===== config.mk =====
export PLATFORM = sky130hd
export DESIGN_NAME = bram_fifo_ctrl
export DESIGN_NICKNAME = d
export VERILOG_FILES = /design/src/rtl/bram_fifo_ctrl.sv
export SDC_FILE = /design/constraint.sdc
export NUM_CORES = 1
export LEC_CHECK = 0
export CAP_MARGIN = 20
export CORE_ASPECT_RATIO = 0.9
export CORE_UTILIZATION = 36
export CTS_CLUSTER_SIZE = 28
export DETAILED_ROUTE_END_ITERATION = 12
export PLACE_DENSITY_LB_ADDON = 0.1
export REMOVE_ABC_BUFFERS = 1
export SYNTH_ARGS = -nofsm -noshare
export SYNTH_HDL_FRONTEND = slang
export SYNTH_SLANG_ARGS = --single-unit

===== constraint.sdc =====
create_clock -name clk_i -period 8.25 [get_ports clk_i]
set_input_delay 0.825 -clock clk_i [delete_from_list [all_inputs] [get_ports clk_i]]
set_output_delay 0.825 -clock clk_i [all_outputs]
set_load 0.01 [all_outputs]

===== src/rtl/bram_fifo_ctrl.sv =====
// First-word-fall-through FIFO controller driving one external 2-port BRAM.
// The BRAM read register doubles as the head-of-queue slot, giving DEPTH+1 words of capacity.
module bram_fifo_ctrl #(
   parameter int ADDR_WIDTH    = 8,
   parameter int DEPTH         = 2**ADDR_WIDTH,
   parameter int BYTE_WIDTH    = 9,
   parameter int NUM_BYTES     = 4,
   parameter int AFULL_THRESH  = 240,
   parameter int AEMPTY_THRESH = 16,
   localparam int W            = BYTE_WIDTH*NUM_BYTES
) (
   input  logic                  clk_i,
   input  logic                  rst_ni,
   input  logic                  clr_i,
   input  logic                  push_i,
   input  logic [W-1:0]          wr_data_i,
   input  logic [NUM_BYTES-1:0]  wr_be_i,
   output logic                  full_o,
   output logic                  afull_o,
   input  logic                  pop_i,
   output logic [W-1:0]          rd_data_o,
   output logic                  rd_valid_o,
   output logic                  aempty_o,
   output logic [ADDR_WIDTH:0]   count_o,
   output logic                  overflow_o,
   output logic                  underflow_o,
   output logic                  ram_wen_no,
   output logic [W-1:0]          ram_bwen_no,
   output logic [ADDR_WIDTH-1:0] ram_waddr_o,
   output logic [W-1:0]          ram_data_o,
   output logic                  ram_ren_no,
   output logic [ADDR_WIDTH-1:0] ram_raddr_o,
   input  logic [W-1:0]          ram_q_i
);

   localparam logic [ADDR_WIDTH:0] DEPTH_C  = DEPTH[ADDR_WIDTH:0];
   localparam logic [ADDR_WIDTH:0] AFULL_C  = AFULL_THRESH[ADDR_WIDTH:0];
   localparam logic [ADDR_WIDTH:0] AEMPTY_C = AEMPTY_THRESH[ADDR_WIDTH:0];

   logic [ADDR_WIDTH-1:0] wptr_q, rptr_q;
   logic [ADDR_WIDTH:0]   ram_cnt_q, ram_cnt_d;
   logic                  rd_valid_q, rd_valid_d;
   logic                  ovf_q, ovf_d;
   logic                  udf_q, udf_d;
   logic                  wr_acc, rd_iss;
   logic [ADDR_WIDTH:0]   count;

   // flags come only from registered state
   assign full_o      = (ram_cnt_q == DEPTH_C);
   assign count       = ram_cnt_q + {{ADDR_WIDTH{1'b0}}, rd_valid_q};
   assign count_o     = count;
   assign afull_o     = (count >= AFULL_C);
   assign aempty_o    = (count <= AEMPTY_C);
   assign rd_valid_o  = rd_valid_q;
   assign overflow_o  = ovf_q;
   assign underflow_o = udf_q;

   assign wr_acc = push_i & ~full_o & ~clr_i;
   assign rd_iss = (ram_cnt_q != '0) & (~rd_valid_q | pop_i) & ~clr_i;

   assign ram_wen_no  = ~wr_acc;
   assign ram_waddr_o = wptr_q;
   assign ram_data_o  = wr_data_i;
   assign ram_ren_no  = ~rd_iss;
   assign ram_raddr_o = rptr_q;

   // the BRAM holds q while no read is issued, so the head word is read straight through
   assign rd_data_o = ram_q_i;

   always_comb begin
      ram_bwen_no = '1;
      for (int b = 0; b < NUM_BYTES; b++) begin
         ram_bwen_no[b*BYTE_WIDTH +: BYTE_WIDTH] = {BYTE_WIDTH{~wr_be_i[b]}};
      end
   end

   always_comb begin
      ram_cnt_d  = ram_cnt_q;
      rd_valid_d = rd_valid_q;
      ovf_d      = ovf_q;
      udf_d      = udf_q;
      if (clr_i) begin
         ram_cnt_d  = '0;
         rd_valid_d = 1'b0;
         ovf_d      = 1'b0;
         udf_d      = 1'b0;
      end else begin
         case ({wr_acc, rd_iss})
            2'b10:   ram_cnt_d = ram_cnt_q + 1'b1;
            2'b01:   ram_cnt_d = ram_cnt_q - 1'b1;
            default: ram_cnt_d = ram_cnt_q;
         endcase
         if (rd_iss) begin
            rd_valid_d = 1'b1;
         end else if (pop_i) begin
            rd_valid_d = 1'b0;
         end
         // a push while full is dropped even if a read frees a slot this cycle
         if (push_i && full_o) begin
            ovf_d = 1'b1;
         end
         if (pop_i && !rd_valid_q) begin
            udf_d = 1'b1;
         end
      end
   end

   always_ff @(posedge clk_i or negedge rst_ni) begin
      if (!rst_ni) begin
         wptr_q     <= '0;
         rptr_q     <= '0;
         ram_cnt_q  <= '0;
         rd_valid_q <= 1'b0;
         ovf_q      <= 1'b0;
         udf_q      <= 1'b0;
      end else begin
         ram_cnt_q  <= ram_cnt_d;
         rd_valid_q <= rd_valid_d;
         ovf_q      <= ovf_d;
         udf_q      <= udf_d;
         if (clr_i) begin
            wptr_q <= '0;
            rptr_q <= '0;
         end else begin
            if (wr_acc) begin
               wptr_q <= wptr_q + 1'b1;
            end
            if (rd_iss) begin
               rptr_q <= rptr_q + 1'b1;
            end
         end
      end
   end

endmodule


==> results.py, run 1 <==
metrics = {
    "route": {
        "drc": 0,
        "drt_pass1_iterations": 4,
        "via_per_inst": 5.55,
        "drt-initial-drc-count": 124,
        "wire_per_inst_microns": 32.0,
        "vias": 2108,
        "ant_nets": 0,
        "wl_microns": 12100,
    },
    "clock_network": {
        "cts-resized-gates": 0,
        "clkTransAtPathRegs_ps": 100,
        "clock-root-buffer": "clkbuf_8",
        "hold_buffers": 0,
        "insertion_delay_ps": 280,
        "htreeDepth": 1,
        "cts_tree": "built",
        "cts_made_buffers": 3,
        "cts_setup_buffers": 0,
        "clk_path_buf_depth": 2,
        "cts.sinks": 28,
    },
    "sta": {
        "period_needed_ps": 4060,
        "hold_violations": 0,
        "clock.fmax_mhz": 247,
        "rsz0062_at_grt": "no",
        "setup_tns_ps": 0,
        "slew_headroom": 0.396,
        "worst_pin_slew_ps": 902,
        "clock_skew_ps": 9.30,
        "layout_worst_path_cycle_share": 0.492,
        "whs_ps": 506,
        "maxSlewViolCount": 0,
        "finalSetupViolations": 0,
    },
    "cells_and_area": {
        "fill_cells": 706,
        "final_util": 0.397,
        "diodes": 0,
        "layout-drive-gt1-share": 0.0592,
        "nets": 382,
        "area_delta_synth_final_pct": 4.86,
    },
    "pwr": {
        "swShare": 0.436,
        "power_frac_clock": 0.117,
        "p_switching_uw": 291,
        "combPwrFrac": 0.565,
        "p_per_area_mw_per_mm2": 235,
        "pwr-share-seq": 0.317,
        "ir_drop_mv": 0.0915,
        "intPower_uw": 376,
        "leakagePower_uw": 0.00117,
    },
    "die": {
        "ioPinCount": 222,
        "die-area_sq_mm": 0.00786,
        "coreArea_sq_mm": 0.00715,
        "start_util": 0.378,
        "die_w_microns": 93.4,
        "rows": 29,
        "die_y_microns": 84.2,
    },
    "placement": {
        "io_buffer_count": 77,
        "hpwl_microns": 10400,
        "finalWeightedCongestion": 0.961,
    },
    "yosys": {
        "synthDistinctLibCells": 45,
        "syn_avg_cell_area_sq_um": 8.61,
        "synth_top_cell_by_area": "buf_4",
        "netlist_area_sq_mm": 0.00270,
        "synth_area_leaders": "buf_4, dfrtp_1, ha_1, xnor2_1, nor2_1",
        "yosysWarningCount": 0,
        "synth_top_area_share": 0.289,
        "synthCells": 314,
        "ys_ff_latch": 28,
        "ys_seq_area_frac": 0.259,
    },
    "setup_path": {
        "crit_arrival_ps": 4240,
        "critPathLaunch": "push_i",
        "r2r_end": "ram_cnt_q[8]$_DFFE_PN0P_",
        "cp_max_fo": 9,
        "critPathCaptureType": "register",
        "cp-start-kind": "input port",
        "reg2reg_from": "ram_cnt_q[5]$_DFFE_PN0P_",
        "reg2reg_depth": 10,
        "path_class": "input port to register",
        "r2r_slack_ps": 4610,
        "worstSetupEndpoint": "ram_cnt_q[8]$_DFFE_PN0P_",
        "cp.required_ps": 8430,
    },
    "run": {
        "drv_cap": 0,
    },
    "grt": {
        "track_usage": 0.314,
        "grt_pass1_wl_microns": 16300,
        "antenna_found_initial": 0,
        "grt.overflow.total": 0,
        "grt_pass1_vias": 1925,
        "grt_max_degree": 34,
    },
    "run_status": {
        "outcome": "finished, final reports clean",
    },
    "worst_hold_path": {
        "hold_path.class": "register to register",
    },
}
cells in the mapped netlist (all sizes together):
cell / n
fa: 1
buf: 107
nand3: 5
o41ai: 3
o31a: 1
ha: 11
o21a: 1
or3: 2
a2111oi: 1
o21ai: 6
nor3: 5
a31oi: 2
nor2: 26
a22o: 1
a211oi: 5
nor4: 4
nand4: 8
a41oi: 1
a21oi: 11
xnor2: 13
o211ai: 1
o311ai: 2
xor2: 11
and3: 2
nand2b: 5
o2111ai: 1
inv: 11
nand2: 21
o31ai: 5
o21bai: 2
dfrtp: 28
a21o: 3
or4: 2
clkbuf: 3
a311oi: 1
and3b: 1
a41o: 1
cell type report:
class                           count  area [sq um]  share of cell area
Sequential cell                    28           701               0.247
Inverter                           11          41.3              0.0146
Timing Repair Buffer               80           793               0.280
Multi-Input combinational cell    165          1140               0.403
Tap cell                           93           116              0.0410
Clock buffer                        3          41.3              0.0146
state kept, by name (all words and copies together) (netlist names):
register and flops:
rd_valid_o 1, ram_raddr_o 8, underflow_o 1, overflow_o 1
ram_cnt_q 9, ram_waddr_o 8
worst min path at each step:
stage / start / endpoint / cells past startpoint
after floorplan: rst_ni / overflow_o$_DFFE_PN0P_ / 0
after global placement: underflow_o$_DFFE_PN0P_ / underflow_o$_DFFE_PN0P_ / 2
after detailed placement: overflow_o$_DFFE_PN0P_ / overflow_o$_DFFE_PN0P_ / 2
after CTS: overflow_o$_DFFE_PN0P_ / overflow_o$_DFFE_PN0P_ / 2
after global routing: overflow_o$_DFFE_PN0P_ / overflow_o$_DFFE_PN0P_ / 2
final: underflow_o$_DFFE_PN0P_ / underflow_o$_DFFE_PN0P_ / 2
per-stage QoR:
| stage | total power, uW | instances | area (sq um) | worst slack (ps) |
|---|---|---|---|---|
| CTS | 669 | 380 | 2840 | 4240 |
| global route | 719 | 380 | 2840 | 3940 |
| floorplan | 430 | 204 | 1880 | 5040 |
| finish | 667 | 380 | 2840 | 4190 |
| global placement | 588 | 377 | 2790 | 4070 |
| detailed placement | 587 | 377 | 2790 | 3970 |
worst max-delay path: stages:
cell and delay [ps]:
clkdlybuf4s50_1 550, inv_1 140, a31oi_1 690, nor2_1 350, fa_1 520, a211oi_1 430
o211ai_1 220, a311oi_1 310, a41oi_1 80, o311ai_1 110
kinds of logic (layout without fill, tap and decap cells):
family / Yosys count / after routing / share of synthesized area
buffers and inverters: 121 / 94 / 0.318
adder cells (fa/ha/maj): 12 / 12 / 0.0583
AO/OA/AOI/OAI: 48 / 48 / 0.144
flip-flops: 28 / 28 / 0.259
XOR/XNOR: 24 / 24 / 0.0777
AND/OR/NAND/NOR: 81 / 81 / 0.143
power by group through the flow:
stage          sequential, uW  clock (uW)  combinational [uW]
5_1_grt                   217        85.2                 416
3_3_place_gp              213           0                 375
3_5_place_dp              213           0                 374
6_report                  211        78.2                 377
4_1_cts                   210        81.7                 377
2_1_floorplan             202           0                 228
cell usage in the layout, fill, tap and decap left out, types with 3 or more instances in the layout:
cell type        synthesis  final
a211oi_1                 4      4
dfrtp_1                 28     28
xnor2_1                 13     13
clkbuf_8                 0      3
nand2b_1                 5      5
nor4_1                   4      4
o31ai_2                  3      3
nand4_1                  8      8
nand2_1                 21     21
buf_4                  104      3
nor3_1                   5      5
xor2_1                  11     11
a21oi_1                 11     11
inv_1                   11     11
clkdlybuf4s50_1          0     77
nor2_1                  26     26
o21ai_0                  6      6
nand3_1                  5      5
ha_1                    11     11
routing by layer:
metal,part of all wire,vias to the layer above,track usage
met1,0.28,950,0.265
li1,-,924,-
met3,0.24,14,0.346
met2,0.46,218,0.486
met4,0.026,2,0.0811
met5,0.0022,-,0.0641
(Power assumes the default switching activity.)
==> run 2: changes to the inputs <==
--- a/config.mk
+++ b/config.mk
@@ -7,7 +7,7 @@
 export LEC_CHECK = 0
 export CAP_MARGIN = 20
 export CORE_ASPECT_RATIO = 0.9
-export CORE_UTILIZATION = 36
+export CORE_UTILIZATION = 33
 export CTS_CLUSTER_SIZE = 28
 export DETAILED_ROUTE_END_ITERATION = 12
 export PLACE_DENSITY_LB_ADDON = 0.1
==> constraint.sdc (replaced) <==
create_clock -name clk_i -period 4.1 [get_ports clk_i]
set_input_delay 0.41 -clock clk_i [delete_from_list [all_inputs] [get_ports clk_i]]
set_output_delay 0.41 -clock clk_i [all_outputs]
set_load 0.01 [all_outputs]
==> run 2 against run 1 <==
  * Clock power grew to 3.0 times the previous value
  * Final area up 1.1%
  * Count of clock-buffer cells in the layout unchanged
  * Combinational power rose by 100%
  * Sequential share of layout area is 0.28 points lower
  * Via count fell by 4.2%
  * Worst hold slack got worse by 350 ps
  * Power grew 110%
  * Die area is 8.9% higher
  * First-iteration DRC count shrank 46%
  * Non-clock buffer count unchanged
==> results.py, run 2 (same netlist as run 1, synthesis figures left out) <==
metrics = {
    "pwr": {
        "p_per_area_mw_per_mm2": 498,
        "ir_drop_mv": 0.154,
        "leakagePower_uw": 0.00118,
    },
    "placement": {
        "placedCellCount": 379,
        "hpwl_microns": 11100,
        "io_buffer_count": 77,
        "finalWeightedCongestion": 0.904,
    },
    "sta": {
        "worst_pin_slew_ps": 704,
        "finalSetupViolations": 0,
        "rsz0062_at_grt": "no",
        "clock.fmax_mhz": 275,
        "setup_tns_ps": 0,
        "layout_worst_path_cycle_share": 0.887,
        "maxSlewViolCount": 0,
        "hold_violations": 0,
        "clock_skew_ps": 6.75,
        "period_needed_ps": 3640,
        "slew_headroom": 0.530,
    },
    "route": {
        "wire_per_inst_microns": 33.3,
        "via_per_inst": 5.26,
        "vias": 2020,
        "ant_nets": 0,
        "wl_microns": 12800,
        "drt-initial-drc-count": 67,
        "drc": 0,
        "drt_pass1_iterations": 4,
    },
    "die": {
        "die_y_microns": 87.9,
        "rows": 30,
        "coreArea_sq_mm": 0.00773,
        "die-area_sq_mm": 0.00856,
        "start_util": 0.350,
        "die_w_microns": 97.4,
        "ioPinCount": 222,
    },
    "setup_path": {
        "r2r_end": "ram_cnt_q[8]$_DFFE_PN0P_",
        "r2r_slack_ps": 460,
        "max_stage_delay_ps": 590,
        "cp_max_fo": 9,
        "cp-start-kind": "register",
        "crit_arrival_ps": 3830,
        "cp.required_ps": 4290,
        "critical_path.cell_chain": "or4_4 -> o31a_2 -> nand2b_1 -> nor2_1 -> fa_1 -> a211oi_1 -> o211ai_1 -> a311oi_1 -> a41oi_1 -> o311ai_1",
        "critPathCaptureType": "register",
        "reg2reg_depth": 10,
        "reg2reg_from": "ram_cnt_q[1]$_DFFE_PN0P_",
        "path_class": "register to register",
        "slowest_stage": "or4_4",
    },
    "cells_and_area": {
        "area_delta_synth_final_pct": 6.06,
        "layout-drive-gt1-share": 0.0660,
        "largest_reg_flops": 9,
        "layout_common_cells": "clkdlybuf4s50_1, dfrtp_1, nor2_1",
        "final_util": 0.371,
        "diodes": 0,
        "final_common_cell": "clkdlybuf4s50_1",
        "nets": 382,
        "stdcell_count": 384,
        "top_register": "ram_cnt_q",
    },
    "clock_network": {
        "cts.sinks": 28,
        "clk_path_buf_depth": 2,
        "htreeDepth": 1,
        "cts_setup_buffers": 0,
        "clkTransAtPathRegs_ps": 110,
        "cts_tree": "built",
        "hold_buffers": 0,
        "insertion_delay_ps": 290,
        "clock-root-buffer": "clkbuf_8",
        "cts_made_buffers": 3,
        "cts-resized-gates": 0,
    },
    "worst_hold_path": {
        "hold_path.class": "input port to async pin",
    },
    "grt": {
        "track_usage": 0.294,
        "grt_pass1_wl_microns": 16900,
        "grt_pass1_vias": 1860,
        "grt.overflow.total": 0,
        "grt_max_degree": 33,
        "antenna_found_initial": 0,
    },
    "run": {
        "drv_cap": 0,
    },
    "run_status": {
        "outcome": "finished, final reports clean",
    },
}
[run 2: changes by cell type in the layout (fill, tap and decap cells not counted), sizes merged]
cell and delta:
bufinv +1, clkdlybuf4s50 -1, buf +1
[run 2: how the worst max path moves through the flow]
stage | startpoint | end | slack [ps] | cells past startpoint
after floorplan | ram_cnt_q[5]$_DFFE_PN0P_ | ram_cnt_q[8]$_DFFE_PN0P_ | 890 | 10
after global placement | pop_i | ram_cnt_q[8]$_DFFE_PN0P_ | 560 | 11
after detailed placement | pop_i | ram_cnt_q[8]$_DFFE_PN0P_ | 440 | 11
after CTS | ram_cnt_q[3]$_DFFE_PN0P_ | ram_cnt_q[8]$_DFFE_PN0P_ | 520 | 10
after global routing | ram_cnt_q[5]$_DFFE_PN0P_ | ram_cnt_q[8]$_DFFE_PN0P_ | 310 | 10
final | ram_cnt_q[1]$_DFFE_PN0P_ | ram_cnt_q[8]$_DFFE_PN0P_ | 460 | 10
[run 2: stage by stage]
stage	hold WS, ps	setup slack [ps]	power, uW	instance area (sq um)
after floorplan	114	888	866	1880
after CTS	174	519	1420	2860
after detailed placement	485	442	1180	2790
final	158	464	1430	2870
after global placement	475	563	1180	2790
after global routing	197	310	1520	2870
[run 2: layout make-up]
| cell class | count | area (sq um) |
|---|---|---|
| sequential | 28 | 701 |
| clock inverter | 1 | 30.0 |
| timing repair buffer | 80 | 792 |
| inverter | 11 | 41.3 |
| fill | 807 | 4860 |
| multi-input combinational | 165 | 1140 |
| tap | 96 | 120 |
| clock buffer | 3 | 41.3 |
[run 2: power breakdown]
group          internal (uW)  switching, uW
Combinational            371            395
Sequential               323            104
Clock                    131            103
[run 2: metal layers]
layer  global-route usage  wire [microns]  part of all wire
met5               0.0824              80            0.0063
met2                0.476            5940              0.46
met1                0.193            2890              0.23
met3                0.385            3490              0.27
met4               0.0869             376             0.029
[run 2: critical path: cells and delay by family (launching register included)]
kind,cells,cell delay (ps)
AO/OA/AOI/OAI,6,1640
AND/OR/NAND/NOR,3,890
flip-flops,1,540
adder cells (fa/ha/maj),1,460
==> run 3: changes to the inputs <==
--- a/config.mk
+++ b/config.mk
@@ -7,6 +7,7 @@
 export LEC_CHECK = 0
 export CAP_MARGIN = 20
 export CORE_ASPECT_RATIO = 0.9
+export CORE_MARGIN = 5
 export CORE_UTILIZATION = 33
 export CTS_CLUSTER_SIZE = 28
 export DETAILED_ROUTE_END_ITERATION = 12
==> run 3 against run 2 <==
  * Critical path type unchanged
  * Die area increased by 18%
  * Register-to-register slack gained 130 ps
  * Non-clock buffer count is 2 higher
  * Via count is 0.25% higher
  * Maximum frequency grew 3.7%
  * First-iteration DRC count grew 30%
  * Combinational power down 0.7%
==> results.py, run 3 (same netlist as run 1, synthesis figures left out) <==
metrics = {
    "run_status": {
        "outcome": "finished, final reports clean",
    },
    "grt": {
        "grt_max_degree": 33,
        "track_usage": 0.252,
        "grt_pass1_vias": 1855,
        "antenna_found_initial": 0,
        "grt_pass1_wl_microns": 17100,
        "grt.overflow.total": 0,
    },
    "clock_network": {
        "cts-resized-gates": 0,
        "cts_setup_buffers": 0,
        "htreeDepth": 1,
        "cts.sinks": 28,
        "cts_made_buffers": 3,
        "clock-root-buffer": "clkbuf_8",
        "clkTransAtPathRegs_ps": 100,
        "hold_buffers": 0,
        "clk_path_buf_depth": 2,
        "insertion_delay_ps": 290,
        "cts_tree": "built",
    },
    "cells_and_area": {
        "final_util": 0.362,
        "layout_common_cells": "clkdlybuf4s50_1, dfrtp_1, nor2_1",
        "nets": 384,
        "fill_cells": 832,
        "diodes": 0,
        "largest_reg_flops": 9,
        "area_delta_synth_final_pct": 7.54,
        "top_register": "ram_cnt_q",
        "final_common_cell": "clkdlybuf4s50_1",
        "layout-drive-gt1-share": 0.0690,
        "finalInstanceArea_sq_mm": 0.00291,
    },
    "route": {
        "vias": 2025,
        "wire_per_inst_microns": 33.8,
        "drt-initial-drc-count": 87,
        "wl_microns": 13200,
        "via_per_inst": 5.21,
        "ant_nets": 0,
        "drc": 0,
        "drt_pass1_iterations": 4,
    },
    "sta": {
        "maxSlewViolCount": 0,
        "clock_skew_ps": 8.50,
        "whs_ps": 434,
        "clock.fmax_mhz": 285,
        "finalSetupViolations": 0,
        "hold_violations": 0,
        "slew_headroom": 0.558,
        "layout_worst_path_cycle_share": 0.855,
        "period_needed_ps": 3510,
        "setup_tns_ps": 0,
        "rsz0062_at_grt": "no",
        "worst_pin_slew_ps": 658,
    },
    "die": {
        "rows": 31,
        "die-area_sq_mm": 0.0101,
        "coreArea_sq_mm": 0.00803,
        "start_util": 0.337,
        "die_y_microns": 95.9,
        "ioPinCount": 222,
        "die_w_microns": 105,
    },
    "setup_path": {
        "critPathCaptureType": "register",
        "reg2reg_depth": 10,
        "cp-start-kind": "register",
        "reg2reg_from": "ram_cnt_q[6]$_DFFE_PN0P_",
        "cp_max_fo": 8,
        "r2r_slack_ps": 590,
        "crit_arrival_ps": 3700,
        "r2r_end": "ram_cnt_q[8]$_DFFE_PN0P_",
        "path_class": "register to register",
        "cp.required_ps": 4290,
    },
    "worst_hold_path": {
        "hold_path.class": "input port to async pin",
    },
    "pwr": {
        "leakagePower_uw": 0.00120,
        "ir_drop_mv": 0.158,
        "p_per_area_mw_per_mm2": 485,
        "total_power_uw": 1410,
    },
    "placement": {
        "hpwl_microns": 11400,
        "finalWeightedCongestion": 0.908,
        "io_buffer_count": 77,
        "post_dp_cell_area_sq_mm": 0.00280,
    },
    "run": {
        "drv_cap": 0,
    },
}
run 3: changes by cell type in the layout (fill, tap and decap cells not counted):
cell             previous run  this run
buf_6                       1         0
buf_16                      0         1
clkdlybuf4s50_1            76        77
buf_2                       1         0
buf_4                       2         4
run 3: worst max-delay path by stage:
stage / to / startpoint / slack (ps)
2_1_floorplan: ram_cnt_q[8]$_DFFE_PN0P_ / ram_cnt_q[5]$_DFFE_PN0P_ / 890
3_3_place_gp: ram_cnt_q[8]$_DFFE_PN0P_ / pop_i / 580
3_5_place_dp: ram_cnt_q[8]$_DFFE_PN0P_ / pop_i / 530
4_1_cts: ram_cnt_q[8]$_DFFE_PN0P_ / ram_cnt_q[3]$_DFFE_PN0P_ / 600
5_1_grt: ram_cnt_q[8]$_DFFE_PN0P_ / ram_cnt_q[6]$_DFFE_PN0P_ / 330
6_report: ram_cnt_q[8]$_DFFE_PN0P_ / ram_cnt_q[6]$_DFFE_PN0P_ / 590
run 3: final cells by class:
cell class | instances | area, sq um | area share
clock inverters | 1 | 30.0 | 0.0103
repair buffers | 82 | 828 | 0.285
clock buffers | 3 | 41.3 | 0.0142
well taps | 99 | 124 | 0.0426
inverters | 11 | 41.3 | 0.0142
flip-flops and latches | 28 | 701 | 0.241
multi-input cells | 165 | 1140 | 0.393
run 3: metal layers:
layer | part of all wire | GRT usage | vias to the layer above | wire (microns)
met1 | 0.29 | 0.216 | 889 | 3860
met3 | 0.26 | 0.307 | 19 | 3440
met5 | 0 | 0.0306 | - | 0
li1 | - | - | 924 | -
met2 | 0.41 | 0.353 | 193 | 5340
met4 | 0.039 | 0.0984 | 0 | 511
run 3: power by group:
part	internal (uW)	total (uW)	leakage, uW	switching (uW)
clock	131	224	0.0000357	92.7
sequential	323	427	0.000378	103
combinational	372	761	0.000788	389
total	826	1410	0.00120	585
run 3: metrics by stage:
stage,cells,worst slack (ps)
finish,389,593
global route,389,333
CTS,387,604
detailed placement,383,534
global placement,383,578
floorplan,204,888
run 3: critical path, stage by stage, from the launching register on:
cell and delay (ps):
dfrtp_1 480, or4_1 650, o31a_2 410, nand2b_1 130, nor2_1 160, fa_1 460, a211oi_1 430, o211ai_1 210
a311oi_1 300, a41oi_1 70, o311ai_1 110
